--- config.mk ---
export PLATFORM = sky130hd
export DESIGN_NAME = unidade_controle
export DESIGN_NICKNAME = d
export VERILOG_FILES = /design/src/rtl/proc_pkg.sv /design/src/rtl/dec3to8.sv /design/src/rtl/unidade_controle.sv
export SDC_FILE = /design/constraint.sdc
export NUM_CORES = 1
export LEC_CHECK = 0
export ABC_AREA = 1
export BUFFER_PORTS_ARGS = -buffer_cell sky130_fd_sc_hd__buf_2
export CORE_UTILIZATION = 38
export DETAILED_ROUTE_END_ITERATION = 16
export GPL_ROUTABILITY_DRIVEN = 1
export PLACE_DENSITY_LB_ADDON = 0.2
export SETUP_SLACK_MARGIN = 0.05
export SKIP_CTS_REPAIR_TIMING = 1
export SLEW_MARGIN = 20
export SYNTH_ARGS = -nofsm -noshare
export SYNTH_HDL_FRONTEND = slang
export SYNTH_SLANG_ARGS = --single-unit
--- constraint.sdc ---
create_clock -name Clock -period 2.32 [get_ports Clock]
set_input_delay 0.464 -clock Clock [delete_from_list [all_inputs] [get_ports Clock]]
set_output_delay 0.464 -clock Clock [all_outputs]
set_load 0.01 [all_outputs]
--- src/rtl/proc_pkg.sv ---
// Shared constants for the multicycle processor control path:
// opcodes, instruction field positions and the T-step state type.
package proc_pkg;

  localparam int NUM_REGS = 8;
  localparam int IR_WIDTH = 9;

  localparam logic [2:0] OPC_MV  = 3'b000;
  localparam logic [2:0] OPC_MVI = 3'b001;
  localparam logic [2:0] OPC_ADD = 3'b010;
  localparam logic [2:0] OPC_SUB = 3'b011;

  localparam int III_MSB = 8;
  localparam int III_LSB = 6;
  localparam int XXX_MSB = 5;
  localparam int XXX_LSB = 3;
  localparam int YYY_MSB = 2;
  localparam int YYY_LSB = 0;

  typedef enum logic [1:0] {
    T0 = 2'b00,
    T1 = 2'b01,
    T2 = 2'b10,
    T3 = 2'b11
  } tstep_t;

endpackage

--- src/rtl/dec3to8.sv ---
// 3-bit binary to 8-bit one-hot decoder; all outputs low when disabled.
module dec3to8 (
  input  logic       en,
  input  logic [2:0] sel,
  output logic [7:0] onehot
);

  always_comb begin
    onehot = '0;
    if (en) onehot[sel] = 1'b1;
  end

endmodule

--- src/rtl/unidade_controle.sv ---
// Multicycle control FSM: owns the IR, steps T0..T3 and decodes the
// datapath strobes from the current step and the latched instruction.
module unidade_controle
  import proc_pkg::*;
(
  input  logic                Clock,
  input  logic                Resetn,
  input  logic                Run,
  input  logic [15:0]         DIN,
  output logic [NUM_REGS-1:0] Rin,
  output logic [NUM_REGS-1:0] Rout,
  output logic                DINout,
  output logic                Gout,
  output logic                Ain,
  output logic                Gin,
  output logic                AddSub,
  output logic                Done,
  output logic [1:0]          Tstep
);

  tstep_t              state;
  logic [IR_WIDTH-1:0] ir;
  logic [2:0]          opc;
  logic [2:0]          rx;
  logic [2:0]          ry;
  logic                is_alu;
  logic                rin_en;
  logic                rout_en;
  logic                rout_sel_x;
  logic [2:0]          rout_sel;
  logic                unused_din;

  assign opc        = ir[III_MSB:III_LSB];
  assign rx         = ir[XXX_MSB:XXX_LSB];
  assign ry         = ir[YYY_MSB:YYY_LSB];
  assign is_alu     = (opc == OPC_ADD) || (opc == OPC_SUB);
  assign rout_sel   = rout_sel_x ? rx : ry;
  assign Tstep      = state;
  assign unused_din = ^DIN[15:IR_WIDTH];

  // Run is only looked at in T0, so the IR cannot change mid-instruction
  always_ff @(posedge Clock or negedge Resetn) begin
    if (!Resetn) begin
      state <= T0;
      ir    <= '0;
    end else begin
      case (state)
        T0: if (Run) begin
          ir    <= DIN[IR_WIDTH-1:0];
          state <= T1;
        end
        T1:      state <= is_alu ? T2 : T0;
        T2:      state <= T3;
        default: state <= T0;
      endcase
    end
  end

  always_comb begin
    rin_en     = 1'b0;
    rout_en    = 1'b0;
    rout_sel_x = 1'b0;
    DINout     = 1'b0;
    Gout       = 1'b0;
    Ain        = 1'b0;
    Gin        = 1'b0;
    AddSub     = 1'b0;
    Done       = 1'b0;
    case (state)
      T1: begin
        if (opc == OPC_MV) begin
          rout_en = 1'b1;
          rin_en  = 1'b1;
          Done    = 1'b1;
        end else if (opc == OPC_MVI) begin
          DINout = 1'b1;
          rin_en = 1'b1;
          Done   = 1'b1;
        end else if (is_alu) begin
          rout_en    = 1'b1;
          rout_sel_x = 1'b1;
          Ain        = 1'b1;
        end else begin
          Done = 1'b1;
        end
      end
      T2: begin
        rout_en = 1'b1;
        Gin     = 1'b1;
        AddSub  = (opc == OPC_SUB);
      end
      T3: begin
        Gout   = 1'b1;
        rin_en = 1'b1;
        Done   = 1'b1;
      end
      default: ;
    endcase
  end

  dec3to8 u_dec_rin (
    .en     (rin_en),
    .sel    (rx),
    .onehot (Rin)
  );

  dec3to8 u_dec_rout (
    .en     (rout_en),
    .sel    (rout_sel),
    .onehot (Rout)
  );

endmodule

-- Word level (Yosys, flattened, before mapping)
Cells that the tools add are included.
- register bits after elaboration: 11
- input bits: 19
- output and inout bits: 24
- word-level logic and storage cells: 47
- order comparisons: 4
- eq/ne operators: 7
- mux-type cells: 28
- reductions and logical operators: 6
- operators with widths (operator ; count):
    2-to-1 mux 1 bit ; 17
    2-to-1 mux 8 bit ; 2
    less-than comparator 3 x 4 -> 1 bit, second input constant ; 2
    demux 1 bit (select 3 bit) ; 2
    equality test 3 x 2 -> 1 bit, second input constant ; 2
    >= comparator 3 x 1 -> 1 bit, second input constant ; 2
    case mux 1 bit (2 select lines) ; 3
    case mux 2 bit (3 select lines) ; 1
    equality test 2 bit, second input constant ; 2
    2-to-1 mux 2 bit ; 2
    equality test 3 x 1 -> 1 bit, second input constant ; 1
    zero test 3 bit ; 1
    2-to-1 mux 3 bit ; 1
    equality test 2 x 1 -> 1 bit, second input constant ; 1
    logical AND 1 bit ; 2
    zero test 2 bit ; 1
    != test 2 bit, second input constant ; 1
    AND reduction 2 bit ; 1
    logical OR 1 bit ; 1

-- Longest topological paths before layout
Gate-level depths: netlist of the first run.
- depth in word-level cells: 12
- depth in mapped cells: 9
- mapped depth without buffers: 8

-- Hierarchy
From an unflattened synthesis of the first run, not the netlist that was laid out.
- cell total of the unflattened synthesis: 119
- area total of the unflattened synthesis: 799.5 µm²
- modules (own cells, without submodules) (module ; times used ; cells each ; area an instance (µm²) ; seq. area each (µm²)):
    unidade_controle ; 1 ; 85 ; 671.9 ; 275.3
    dec3to8 ; 2 ; 17 ; 63.8 ; 0.0

-- Worst setup path before layout of the first run
Ideal clock, no wire load.
- path kind: flip-flop to output port
- start: reg state[1] (netlist: Tstep[1])
- end: out Rout[0]
- arrival time: 1.380 ns
- data required time: 1.856 ns
- slack: 0.476 ns
- cell stages (with the launch flop): 10
- buffers on the path: 1
- cells stage by stage: dfrtp_1 > inv_1 > ha_1 > buf_4 > inv_2 > nor2_1 > nand2_1 > nand2_1 > nand3_2 > nor2_1
- cells in the longest elaborated chain, start to end: 8
- elaborated cells between the ends (all ways): 11
- those cells by class: 2 x order compare; 2 x eq/ne; 6 x mux; 1 x reduce/logical
- RTL lines (what ; line ; text):
    start, declared ; unidade_controle.sv:21 ; tstep_t state;
    start signal, assigned ; unidade_controle.sv:52 ; T1: state <= is_alu ? T2 : T0;
    equality test 2 x 1 -> 1 bit ; unidade_controle.sv:69 ; case (state)
    2-to-1 mux 1 bit ; unidade_controle.sv:69 ;
    2-to-1 mux 3 bit ; unidade_controle.sv:37 ; assign rout_sel = rout_sel_x ? rx : ry;
    less-than comparator 3 x 4 -> 1 bit (implied by the code) or >= comparator 3 x 1 -> 1 bit (tied branches) ; dec3to8.sv:10 ; if (en) onehot[sel] = 1'b1;
    logical AND 1 bit (implied by the code) ; dec3to8.sv:10 ;
    2-to-1 mux 1 bit (implied by the code) ; dec3to8.sv:10 ;
    demux 1 bit (select 3 bit) ; -- ;
    2-to-1 mux 8 bit (*) ; dec3to8.sv:10 ;
    end, declared ; unidade_controle.sv:11 ; output logic [NUM_REGS-1:0] Rout,
Mark *: on every way between the ends. The rest lies on a longest branch, timed or not.

-- Worst setup path after layout of the first run
- start: reg state[1] (netlist: Tstep[1])
- end: out Rout[5]
Same word-level chain as after synthesis.

==> impl_metrics.json, run 1 <==
{
  "vias_per_cell": 4.47,
  "drv_slew": 0,
  "grtUsageTotal_pct": 15.8,
  "status": "finished, final reports clean",
  "r2r_start": "Tstep[0]",
  "syn-cell-area_sq_um": 786,
  "required_ps": 1860,
  "fp.dieH_um": 47.5,
  "final_nets": 180,
  "r2r_end": "ir[1]",
  "multi_input_area_sq_um": 453,
  "drive_above_1_share_pct": 34.2,
  "ys_types": 18,
  "ys_warn_count": 0,
  "ir_drop_mv": 0.588,
  "start_util_pct": 40.1,
  "place_inst": 175,
  "synthSimpleGateAreaFrac_pct": 37.7,
  "dr.pass1.iters": 4,
  "syn2layout_area_growth_pct": 33.4,
  "synth_xor_area_share_pct": 0,
  "wl_per_cell_um": 9.58,
  "cp-endpoint": "Rout[5]",
  "cts_buffers": 3,
  "antennaDiodeCount": 0,
  "top_level_ports": 43,
  "synthCells": 115,
  "whs_ps": 55.2,
  "pwr_density_cell_nw_per_um2": 1140,
  "stdcell_area_sq_um": 1050,
  "leakagePower_nw": 0.608,
  "worst_pin_slew_ps": 539,
  "drtIter0Drc": 15,
  "clock_latency_ps": 260,
  "r2r_setup_slack_ps": 820,
  "drc": 0,
  "register_area_sq_um": 278,
  "hp-class": "input port to asynchronous set/reset pin",
  "utilization_pct": 53.4,
  "grt_overflow_total": 0,
  "place_area_sq_um": 982,
  "clk_pin_slew_ps": 70,
  "ant_nets": 0,
  "cap_violations": 0,
  "rows": 16,
  "via_count": 814,
  "grt_pass1_wl_mm": 2.50,
  "hold_viol": 0,
  "antenna_found_initial": 0,
  "ys_ff_latch": 11,
  "grt_pass1_vias": 601,
  "gp_congestion": 0.771,
  "synth_top_family_by_area": "simple AND/OR/NAND/NOR gates",
  "clockBufferDepth": 2,
  "cts_max_level": 1,
  "relSlewSlack_pct": 64.0,
  "ys_seq_area_share_pct": 35.0,
  "cp-end-kind": "primary output",
  "layout_setup_ws_ps": 150,
  "die_x_um": 47.5,
  "finalCritPeriodShare_pct": 93.5,
  "min_period_ps": 2170,
  "r2r_cells": 5,
  "synth-adder-area-share_pct": 7.96,
  "setup_viol": 0,
  "synth_compound_area_share_pct": 10.0,
  "syn_nets": 139,
  "portBuffers": 35,
  "cts_sinks": 11,
  "startpoint": "Tstep[1]",
  "crit_type": "flip-flop to primary output",
  "clock_skew_ps": 1.10,
  "dpl.hpwl_mm": 1.40,
  "pre_cts_slack_ps": 254,
  "nFillCells": 214,
  "stdcell_count": 182,
  "final_common_cell": "buf_2",
  "cts.root.buffer_cell": "clkbuf_4",
  "core_area_sq_um": 1960,
  "avgSynthCellArea_sq_um": 6.83,
  "start_kind": "flip-flop",
  "mostFrequentLayoutCells": "buf_2, nand2_1, nor2_1",
  "wirelength_mm": 1.74,
  "critical_path.max_fanout": 9,
  "grt_max_degree": 19,
  "fmax_ghz": 0.461,
  "rsz0062_at_grt": "false",
  "cts_tree": "built",
  "dieArea_sq_um": 2250,
  "crit_arrival_ps": 1710,
  "synth_mux_area_share_pct": 0
}
## cells in the mapped netlist
| cell | instances | area [sq um] |
|---|---|---|
| nor2_1 | 29 | 109 |
| nand2_1 | 28 | 105 |
| inv_1 | 13 | 48.8 |
| dfrtp_1 | 11 | 275 |
| a21oi_1 | 9 | 45.0 |
| ha_1 | 5 | 62.6 |
| inv_2 | 3 | 11.3 |
| nand3_1 | 3 | 15.0 |
| nand3_2 | 2 | 20.0 |
| nand4_1 | 2 | 12.5 |
| o21ai_0 | 2 | 10.0 |
| o31ai_1 | 2 | 15.0 |
| buf_2 | 1 | 5.00 |
| buf_4 | 1 | 7.51 |
| nand3_4 | 1 | 17.5 |
| nor2_4 | 1 | 11.3 |
| nor4_1 | 1 | 6.26 |
| o21ai_2 | 1 | 8.76 |
## worst min path at each step
stage	start	endpoint
3_3_place_gp	Resetn	ir[8]
6_report	Resetn	ir[6]
5_1_grt	Resetn	ir[3]
2_1_floorplan	Resetn	Tstep[0]
4_1_cts	Resetn	ir[6]
3_5_place_dp	Resetn	ir[6]
## logic make-up after synthesis
kind of cell | count (synthesis)
flops | 11
simple gates | 67
buf+inv | 18
fa+ha+maj | 5
compound gates | 14
## area by class of cell
type	instances	area share, %
Clock buffer	4	2.51
Timing Repair Buffer	38	18.9
Tap cell	27	3.22
Inverter	16	5.73
Sequential cell	11	26.5
Multi-Input combinational cell	86	43.2
## where the power goes
| part | internal [W] | switching [W] |
|---|---|---|
| Clock | 0.0000664 | 0.0000584 |
| Combinational | 0.000254 | 0.000435 |
| Sequential | 0.000283 | 0.0000964 |
| Total | 0.000604 | 0.000590 |
## per-layer routing
layer	track usage, %	share of wire, %	vias up
met5	0	0	-
met4	6.86	0	0
met3	1.13	3.3	0
met2	22.7	45	19
met1	24.2	51	356
li1	-	-	439
## worst max-delay path: stages, from the launching register on
cell and delay [ps]:
dfrtp_2 430, inv_1 110, ha_4 150, buf_4 130
nand3_4 130, o21ai_2 160, nand2_1 80, nor2_1 100
buf_2 130
## per-stage QoR
step                      TNS [ps]  power, W
after floorplan                  0  0.000851
after global placement           0   0.00100
after detailed placement         0   0.00102
after CTS                     -389   0.00115
after global routing             0   0.00132
final                            0   0.00119
## flip-flops by register name, summed over array words and instances, names as in the netlist
register  flops
ir            9
Tstep         2
Power figures use the tool's default switching activity.
==> run 2, diff against run 1 <==
- HOLD_SLACK_MARGIN: not set -> 0.1
==> run 2 against run 1 <==
Against the previous run:
- first-iteration DRC count did not move
- die area did not move
- utilization grew 0.51 points
- clock skew stayed put
- non-clock buffer count increased by 1
- largest power group unchanged
==> impl_metrics.json, run 2 (synthesis results as in run 1) <==
{
  "status": "finished, final reports clean",
  "rows": 16,
  "whs_ps": 449,
  "layout_setup_ws_ps": 150,
  "finalCritPeriodShare_pct": 93.5,
  "rsz0062_at_grt": "false",
  "grt_pass1_vias": 601,
  "clock_latency_ps": 260,
  "grt_overflow_total": 0,
  "min_period_ps": 2170,
  "top_usage_layer": "met1",
  "mostFrequentLayoutCells": "buf_2, nand2_1, nor2_1",
  "crit_arrival_ps": 1710,
  "die_x_um": 47.5,
  "required_ps": 1860,
  "top_level_ports": 43,
  "cts_buffers": 3,
  "wl_per_cell_um": 9.54,
  "drtIter0Drc": 15,
  "antenna_found_initial": 0,
  "utilization_pct": 54.0,
  "via_count": 817,
  "ant_nets": 0,
  "dieArea_sq_um": 2250,
  "regMostFlops": "ir",
  "ir_drop_mv": 0.588,
  "leakagePower_nw": 0.612,
  "drv_slew": 0,
  "use_met1_pct": 24.2,
  "cts.root.buffer_cell": "clkbuf_4",
  "fmax_ghz": 0.461,
  "finalPower_w": 0.00119,
  "hp-class": "input port to flip-flop",
  "antennaDiodeCount": 0,
  "cts_sinks": 11,
  "relSlewSlack_pct": 64.0,
  "syn2layout_area_growth_pct": 34.7,
  "clockBufferDepth": 2,
  "pre_cts_slack_ps": 254,
  "fp.dieH_um": 47.5,
  "wirelength_mm": 1.75,
  "core_area_sq_um": 1960,
  "vias_per_cell": 4.46,
  "grt_max_degree": 19,
  "grtUsageTotal_pct": 15.8,
  "final_common_cell": "buf_2",
  "met2_usage_pct": 22.7,
  "cap_violations": 0,
  "final_nets": 181,
  "worst_pin_slew_ps": 539,
  "cts_max_level": 1,
  "nFillCells": 215,
  "dr.pass1.iters": 4,
  "crit_type": "flip-flop to primary output",
  "critical_path.max_fanout": 9,
  "setup_viol": 0,
  "cp-end-kind": "primary output",
  "drc": 0,
  "clock_skew_ps": 1.10,
  "cts_tree": "built",
  "largest_reg_flops": 9,
  "drive_above_1_share_pct": 34.0,
  "clk_pin_slew_ps": 70,
  "dpl.hpwl_mm": 1.40,
  "grt_pass1_wl_mm": 2.50,
  "start_util_pct": 40.1,
  "start_kind": "flip-flop",
  "gp_congestion": 0.771,
  "portBuffers": 35,
  "hold_viol": 0,
  "pwr_density_cell_nw_per_um2": 1130,
  "use_met3_pct": 1.13
}
run 2: changes by cell type in the layout (fill, tap and decap cells not counted):
cell,change
dlygate4sd3_1,+1
run 2: worst max-delay path, stage by stage (launching register included):
cell	delay, ps
dfrtp_2	430
inv_1	110
ha_4	150
buf_4	130
nand3_4	130
o21ai_2	160
nand2_1	80
nor2_1	100
buf_2	130
run 2: power by group:
part           switching [W]  internal (W)  total, W
logic               0.000435      0.000255  0.000691
registers          0.0000964      0.000283  0.000379
clock network      0.0000584     0.0000664  0.000125
run 2: worst paths after layout:
check | startpoint | to | slack [ps] | cells after the start
setup / recovery | Tstep[1] | Rout[5] | 150 | 8
hold / removal | DIN[7] | ir[7] | 450 | 3
setup reg to reg | Tstep[0] | ir[1] | 820 | 5
hold reg to reg | ir[0] | ir[0] | 540 | 2
max in group asynchronous | Resetn | Tstep[1] | 1520 | 2
min in group asynchronous | Resetn | ir[6] | 590 | 2
run 2: metrics by stage:
| stage | instances | setup TNS [ps] | instance area, sq um |
|---|---|---|---|
| final | 183 | 0 | 1060 |
| after global routing | 183 | 0 | 1060 |
| after CTS | 179 | -389 | 1010 |
| after detailed placement | 175 | 0 | 982 |
| after global placement | 175 | 0 | 982 |
| after floorplan | 115 | 0 | 786 |
run 2: area by class of cell:
| cell class | instances | area (sq um) | area share, % |
|---|---|---|---|
| Multi-Input combinational cell | 86 | 453 | 42.8 |
| Sequential cell | 11 | 278 | 26.2 |
| Timing Repair Buffer | 39 | 208 | 19.6 |
| Inverter | 16 | 60.1 | 5.67 |
| Tap cell | 27 | 33.8 | 3.19 |
| Clock buffer | 4 | 26.3 | 2.48 |
run 2: per-layer routing:
metal / share of wire [%] / up-vias / routed length (um)
li1: - / 441 / -
met5: 0 / - / 0
met2: 45 / 19 / 786
met4: 0 / 0 / 0
met1: 52 / 357 / 900
met3: 3.3 / 0 / 58
==> run 3, diff against run 2 <==
- HOLD_SLACK_MARGIN: 0.1 -> 0.15
- RECOVER_POWER: not set -> 25
==> run 3 against run 2 <==
Against the previous run:
- utilization decreased by 0.064 points
- sequential cell count is the same
- setup slack about the same
- die area unchanged
- critical path type unchanged
==> impl_metrics.json, run 3 (synthesis results as in run 1) <==
{
  "cts_buffers": 3,
  "drc": 0,
  "setup_viol": 0,
  "via_count": 817,
  "mostFrequentLayoutCells": "buf_2, nand2_1, nor2_1",
  "leakagePower_nw": 0.610,
  "power.internal_w": 0.000604,
  "dieArea_sq_um": 2250,
  "ir_drop_mv": 0.588,
  "clock_latency_ps": 260,
  "place_area_sq_um": 982,
  "pre_cts_slack_ps": 254,
  "r2r_end": "ir[1]",
  "use_met3_pct": 1.13,
  "crit_arrival_ps": 1710,
  "grtUsageTotal_pct": 15.8,
  "critical_path.max_fanout": 9,
  "grt_pass1_vias": 601,
  "wl_per_cell_um": 9.54,
  "drv_slew": 0,
  "relSlewSlack_pct": 62.6,
  "die_x_um": 47.5,
  "power.switching_w": 0.000590,
  "grt_overflow_total": 0,
  "largest_reg_flops": 9,
  "hp-start": "DIN[7]",
  "fp.dieH_um": 47.5,
  "pwr-share-seq_pct": 31.7,
  "final_nets": 181,
  "r2r_setup_slack_ps": 820,
  "fin_setup_tns_ps": 0,
  "portBuffers": 35,
  "dpl.hpwl_mm": 1.40,
  "stdcell_count": 183,
  "syn2layout_area_growth_pct": 34.6,
  "r2r_cells": 5,
  "stdcell_area_sq_um": 1060,
  "min_to": "ir[7]",
  "utilization_pct": 53.9,
  "start_util_pct": 40.1,
  "antennaDiodeCount": 0,
  "r2r_start": "Tstep[0]",
  "rows": 16,
  "hold_viol": 0,
  "use_met1_pct": 24.2,
  "p_clk_share_pct": 10.4,
  "antenna_found_initial": 0,
  "swShare_pct": 49.4,
  "cts_max_level": 1,
  "dr.pass1.iters": 4,
  "cp-end-kind": "primary output",
  "layout_setup_ws_ps": 150,
  "drive_above_1_share_pct": 33.3,
  "regMostFlops": "ir",
  "pwr_density_cell_nw_per_um2": 1130,
  "top_level_ports": 43,
  "ant_nets": 0,
  "final_common_cell": "buf_2",
  "min_period_ps": 2170,
  "wirelength_mm": 1.75,
  "clock_skew_ps": 1.10,
  "gp_congestion": 0.771,
  "clockBufferDepth": 2,
  "core_area_sq_um": 1960,
  "rsz0062_at_grt": "false",
  "crit_type": "flip-flop to primary output",
  "cts_sinks": 11,
  "met2_usage_pct": 22.7,
  "start_kind": "flip-flop",
  "worst_pin_slew_ps": 561,
  "clk_pin_slew_ps": 70,
  "hp-class": "input port to flip-flop",
  "vias_per_cell": 4.46,
  "top_usage_layer": "met1",
  "drtIter0Drc": 15,
  "hold_depth": 3,
  "p_comb_share_pct": 57.8,
  "fmax_ghz": 0.461,
  "finalCritPeriodShare_pct": 93.5,
  "cts_tree": "built",
  "grt_pass1_wl_mm": 2.50,
  "cap_violations": 0,
  "grt_max_degree": 19,
  "required_ps": 1860,
  "status": "finished, final reports clean",
  "place_inst": 175,
  "cts.root.buffer_cell": "clkbuf_4"
}
run 3: changes by cell type in the layout (fill, tap and decap cells not counted):
cell,previous run,this run
clkbuf_1,1,2
buf_2,35,34
run 3: power groups by stage:
stage,Sequential [W],Clock (W),Combinational (W)
6_report,0.000379,0.000125,0.000691
4_1_cts,0.000372,0.000130,0.000645
5_1_grt,0.000397,0.000137,0.000790
3_5_place_dp,0.000376,0,0.000641
2_1_floorplan,0.000365,0,0.000486
3_3_place_gp,0.000371,0,0.000629
run 3: worst max-delay path by stage:
| stage | from | endpoint | slack (ps) | cells after the start |
|---|---|---|---|---|
| floorplan | Tstep[1] | Rout[0] | 480 | 9 |
| global placement | Tstep[1] | Rout[0] | 320 | 9 |
| detailed placement | Tstep[1] | Rout[6] | 250 | 9 |
| CTS | Tstep[1] | Rout[6] | -50 | 9 |
| global route | Tstep[1] | Rout[1] | 40 | 8 |
| finish | Tstep[1] | Rout[5] | 150 | 8 |
run 3: cell type report:
class,instances,area [sq um]
flip-flops and latches,11,278
inverters,16,60.1
repair buffers,39,206
multi-input cells,86,453
fillers,216,905
well taps,27,33.8
clock buffers,4,26.3
run 3: per-layer routing:
metal  vias to the layer above  wire [um]
met5                         -          0
met1                       357        901
met3                         0         58
li1                        441          -
met4                         0          0
met2                        19        786
run 3: worst max-delay path, stage by stage (launching register included):
cell     delay [ps]
dfrtp_2         430
inv_1           110
ha_4            150
buf_4           130
nand3_4         130
o21ai_2         160
nand2_1          80
nor2_1          100
buf_2           130
run 3: through the flow:
stage | hold WS (ps) | power [W]
after global routing | 453 | 0.00132
final | 449 | 0.00119
after global placement | 340 | 0.00100
after CTS | 58.4 | 0.00115
after floorplan | 168 | 0.000851
after detailed placement | 342 | 0.00102
